==> src/rtl/hp_fifo.sv <==
// Host-to-parasite byte FIFO for the Tube register 3 data path: first-word-fall-through,
// edge-qualified strobes, one/two-byte occupancy mode, host full flag and parasite NMI.
module hp_fifo #(
    parameter int unsigned DEPTH      = 2,
    parameter logic [7:0]  EMPTY_DATA = 8'hAA
) (
    input  logic       clk,
    input  logic       rst,
    input  logic       h_wr,
    input  logic [7:0] h_data,
    input  logic       h_flush,
    input  logic       h_one_byte,
    output logic       h_full,
    input  logic       p_rd,
    input  logic       p_nmi_en,
    output logic [7:0] p_data,
    output logic       p_data_available,
    output logic       p_nmi
);

    localparam int unsigned PW = $clog2(DEPTH);
    localparam int unsigned CW = $clog2(DEPTH + 1);

    logic [7:0]    mem_q [DEPTH];
    logic [PW-1:0] wr_ptr_q, wr_ptr_d;
    logic [PW-1:0] rd_ptr_q, rd_ptr_d;
    logic [CW-1:0] count_q, count_d;
    logic          h_wr_q, h_wr_d;
    logic          p_rd_q, p_rd_d;
    logic          p_nmi_q, p_nmi_d;

    logic [CW-1:0] cap;
    logic          push_req, pop_req;
    logic          push_ok, pop_ok;

    function automatic logic [PW-1:0] ptr_inc(input logic [PW-1:0] ptr);
        // Explicit wrap so non-power-of-two depths stay inside the array.
        return (ptr == PW'(DEPTH - 1)) ? '0 : ptr + PW'(1);
    endfunction

    assign cap      = h_one_byte ? CW'(1) : CW'(DEPTH);
    assign push_req = h_wr & ~h_wr_q;
    assign pop_req  = p_rd & ~p_rd_q;
    assign pop_ok   = pop_req & (count_q != '0) & ~h_flush;
    assign push_ok  = push_req & ((count_q < cap) | pop_ok) & ~h_flush;

    always_comb begin
        // NOTE: every signal gets a default before any branch so no latch is inferred.
        wr_ptr_d = wr_ptr_q;
        rd_ptr_d = rd_ptr_q;
        count_d  = count_q;
        h_wr_d   = h_wr;
        p_rd_d   = p_rd;

        if (h_flush) begin
            wr_ptr_d = '0;
            rd_ptr_d = '0;
            count_d  = '0;
        end else begin
            if (push_ok) wr_ptr_d = ptr_inc(wr_ptr_q);
            if (pop_ok)  rd_ptr_d = ptr_inc(rd_ptr_q);
            unique case ({push_ok, pop_ok})
                2'b10:   count_d = count_q + CW'(1);
                2'b01:   count_d = count_q - CW'(1);
                default: count_d = count_q;
            endcase
        end

        p_nmi_d = p_nmi_en & (count_d >= cap);
    end

    // NOTE: sequential state uses non-blocking assignments so all flops update together.
    always_ff @(posedge clk) begin
        if (rst) begin
            wr_ptr_q <= '0;
            rd_ptr_q <= '0;
            count_q  <= '0;
            h_wr_q   <= 1'b0;
            p_rd_q   <= 1'b0;
            p_nmi_q  <= 1'b0;
        end else begin
            wr_ptr_q <= wr_ptr_d;
            rd_ptr_q <= rd_ptr_d;
            count_q  <= count_d;
            h_wr_q   <= h_wr_d;
            p_rd_q   <= p_rd_d;
            p_nmi_q  <= p_nmi_d;
        end
    end

    // NOTE: storage is deliberately not reset; count gates every read so stale bytes never show.
    always_ff @(posedge clk) begin
        if (!rst && push_ok) mem_q[wr_ptr_q] <= h_data;
    end

    assign h_full           = (count_q >= cap);
    assign p_data_available = (count_q != '0);
    assign p_data           = (count_q == '0) ? EMPTY_DATA : mem_q[rd_ptr_q];
    assign p_nmi            = p_nmi_q;

endmodule

==> config.mk <==
export PLATFORM = sky130hd
export DESIGN_NAME = hp_fifo
export DESIGN_NICKNAME = d
export VERILOG_FILES = /design/src/rtl/hp_fifo.sv
export SDC_FILE = /design/constraint.sdc
export NUM_CORES = 1
export LEC_CHECK = 0
export BUFFER_PORTS_ARGS = -buffer_cell sky130_fd_sc_hd__buf_4
export CORE_MARGIN = 1
export CORE_UTILIZATION = 35
export DETAILED_ROUTE_END_ITERATION = 8
export SETUP_SLACK_MARGIN = 0.15
export SLEW_MARGIN = 20
export SYNTH_ARGS = -nofsm -noshare
export SYNTH_HDL_FRONTEND = slang
export SYNTH_SLANG_ARGS = --single-unit
export TNS_END_PERCENT = 50
==> constraint.sdc <==
create_clock -name clk -period 4.7 [get_ports clk]
set_input_delay 0.705 -clock clk [delete_from_list [all_inputs] [get_ports clk]]
set_output_delay 0.705 -clock clk [all_outputs]
set_load 0.02 [all_outputs]
==> flow_summary.ini <==
[clock_network]
cts_setup_buffers = 0
cts-buffers-inserted = 3
cts_resized = 0
cts-root-buf = clkbuf_4
clk_pin_slew_ns = 0.13
cts.sinks = 24
h-tree-depth = 1
ctsLongestPathBuffers = 2
clk_latency_ns = 0.31
cts_tree = yes
hold_buffers = 0

[floorplan]
die_area_sq_mm = 0.00321
die-width_um = 56.7
ios = 26
initial_core_util = 0.373
die_h_um = 56.7
rows = 19
core_area_sq_mm = 0.00281

[detailed_routing]
routed_wl_um = 1690
dr.pass1.iters = 6
wire_per_inst_um = 12.2
drt_iter0_drc = 19
vias_per_cell = 4.62
antenna_left = 0
via_count = 637
drc = 6

[setup_path]
crit_family = adder cells
crit_chain = buf_4 > ha_1 > a21oi_1 > o21ai_2 > ha_1 > xnor2_1 > nand2b_1 > ha_1 > nand2b_1 > a21oi_1 > nor3b_1
startpoint = h_one_byte
path_class = primary input to flip-flop
critPathCapture = p_nmi$_SDFF_PP0_
critical-path-max-stage-delay_ns = 0.35
reg2regPathDepth = 12
crit_slowest_cell = ha_1
end_kind = flip-flop
cp.required_ns = 4.92
cpMostUsedCell = ha_1
worst_ep_arrival_time_ns = 2.60
crit_cells = 11
timing.rr.start = count_q[0]$_SDFF_PP0_
r2r_slack_ns = 2.38
r2r_end = p_nmi$_SDFF_PP0_
critical_path.max_fanout = 4
path_buf_inv = 1
start_kind = primary input

[finish]
drive_above_1_share = 0.308
finalNetCount = 128
area_delta_synth_final_pct = 25.6
antenna_cells = 0

[global_routing]
grt.total_usage = 0.124
grt_max_degree = 15
grt_first_pass_wirelength_um = 3060
first_global_vias = 682
antenna_found_initial = 0
grt_overflow_total = 0

[synthesis]
synth.largest_area_cell = edfxtp_1
yosys_register_bits = 24
ys_types = 22
syn-cell-area_sq_mm = 0.00105
synth_area_leaders = edfxtp_1 (46%), dfxtp_1 (15%), mux2i_1 (8.6%)
syn-num-nets = 101
syn_area_per_cell_sq_um = 12.9
synth_top_area_frac = 0.459
yosysWarnings = 0
netlist_instances = 81
ys_seq_area_frac = 0.612

[power]
p_per_area_mw_per_mm2 = 313
power.leakage_nw = 0.493
peakVddDrop_mv = 0.178

[place]
dp_slack_ns = 1.98
dp_hpwl_um = 1250
gp_congestion = 0.851
portBuffers = 25

[status]
status = complete, but fails checks
violations = design-rule violations

[sta]
period_needed_ns = 2.38
finClkSkew_ns = 0.00657
worst_pin_slew_ns = 0.704
clock.fmax_ghz = 0.420
report.final.slew_viol_count = 0
setup_viol = 0
post-route-period-util = 0.506
rsz0062_at_grt = false
setup_ws_ns = 2.32
hold_violations = 0
slew_headroom = 0.529
fin_tns_setup_ns = 0

[hold_path]
hp-class = flip-flop to flip-flop
hold_path.startpoint = wr_ptr_q$_SDFFE_PP0P_

[run]
drv_cap = 0
## synthesized netlist by cell type
| master | number |
|---|---|
| edfxtp_1 | 16 |
| mux2i_1 | 9 |
| dfxtp_1 | 8 |
| nor2_1 | 8 |
| ha_1 | 5 |
| nand2_1 | 5 |
| xnor2_1 | 4 |
| inv_1 | 3 |
| nand2b_1 | 3 |
| nor2b_1 | 3 |
| nor3_1 | 3 |
| nor3b_1 | 3 |
| a21oi_1 | 2 |
| and2_1 | 1 |
| buf_2 | 1 |
| buf_4 | 1 |
| clkbuf_1 | 1 |
| nor2_4 | 1 |
| nor3b_4 | 1 |
| o21ai_0 | 1 |
| o21ai_2 | 1 |
| or3_1 | 1 |
## cells by family (layout without fill, tap and decap cells)
kind of cell / count (synthesis) / after routing / synth area share
fa+ha+maj: 5 / 5 / 0.0598
simple gates: 29 / 29 / 0.159
compound gates: 4 / 4 / 0.0227
mux: 9 / 9 / 0.0861
xor+xnor: 4 / 4 / 0.0335
buf+inv: 6 / 32 / 0.0263
flops: 24 / 24 / 0.612
## report_power, final
group | internal [mW] | total [mW] | switching, mW | leakage, nW
clock network | 0.0862 | 0.147 | 0.0606 | 0.0279
logic | 0.0180 | 0.0348 | 0.0168 | 0.256
registers | 0.228 | 0.230 | 0.00181 | 0.209
## per-stage QoR
stage                     total power [mW]   util  cells  cell area (sq um)  hold slack [ns]
final                                0.411  0.468    138               1310            0.498
after floorplan                      0.253      -     81               1050            0.442
after global routing                 0.429  0.468    138               1310            0.532
after detailed placement             0.270  0.450    134               1260            0.483
after global placement               0.269  0.448    134               1260            0.461
after CTS                            0.417  0.468    138               1310            0.503
## how the worst min path moves through the flow
stage,end,cells past startpoint
after floorplan,wr_ptr_q$_SDFFE_PP0P_,2
after global routing,wr_ptr_q$_SDFFE_PP0P_,2
final,wr_ptr_q$_SDFFE_PP0P_,2
after global placement,wr_ptr_q$_SDFFE_PP0P_,2
after detailed placement,wr_ptr_q$_SDFFE_PP0P_,2
after CTS,wr_ptr_q$_SDFFE_PP0P_,2
## metal layers
layer  wire length [um]  share of wire  vias to the layer above  global-route usage
li1                   -              -                      333                   -
met1                789           0.47                      285               0.154
met2                796           0.47                       17               0.209
met3                 89          0.053                        2              0.0392
met4                 15         0.0089                        0              0.0321
met5                  0              0                        -                   0
## cell type report
| type | instances | area, sq um |
|---|---|---|
| inverter | 3 | 11.3 |
| fill | 269 | 1490 |
| clock inverter | 1 | 30.0 |
| clock buffer | 3 | 22.5 |
| timing repair buffer | 25 | 188 |
| tap | 31 | 38.8 |
| sequential | 24 | 641 |
| multi-input combinational | 51 | 383 |
## worst register-to-register path, stage by stage, from the launching register on
cell and delay [ns]:
dfxtp_1 0.47, inv_1 0.08, ha_1 0.18, inv_1 0.06, a21oi_1 0.07, o21ai_2 0.22
ha_1 0.30, xnor2_1 0.18, nand2b_1 0.08, ha_1 0.26, nand2b_1 0.13, a21oi_1 0.13
nor3b_1 0.06
## state kept, by name, summed over array words and instances (netlist names), named ones only
name and count:
p_nmi 1, mem_q 16, p_rd_q 1, h_wr_q 1, wr_ptr_q 1, rd_ptr_q 1, count_q 2
## placed cells by master, fill, tap and decap left out
| cell | instances |
|---|---|
| xnor2_1 | 4 |
| nor2_1 | 8 |
| nor2b_1 | 3 |
| nor3b_1 | 2 |
| mux2i_1 | 9 |
| nor3b_4 | 1 |
| bufinv_16 | 1 |
| ha_1 | 5 |
| nor2_4 | 1 |
| clkbuf_4 | 3 |
| o21ai_2 | 1 |
| o21ai_0 | 1 |
| buf_4 | 25 |
| nor3_1 | 3 |
| edfxtp_1 | 16 |
| nand2b_1 | 3 |
| a21oi_1 | 2 |
| and2_1 | 1 |
| dfxtp_1 | 8 |
| nor3b_2 | 1 |
| inv_1 | 3 |
| nand2_1 | 5 |
| or3_1 | 1 |
Power figures use the tool's default switching activity.
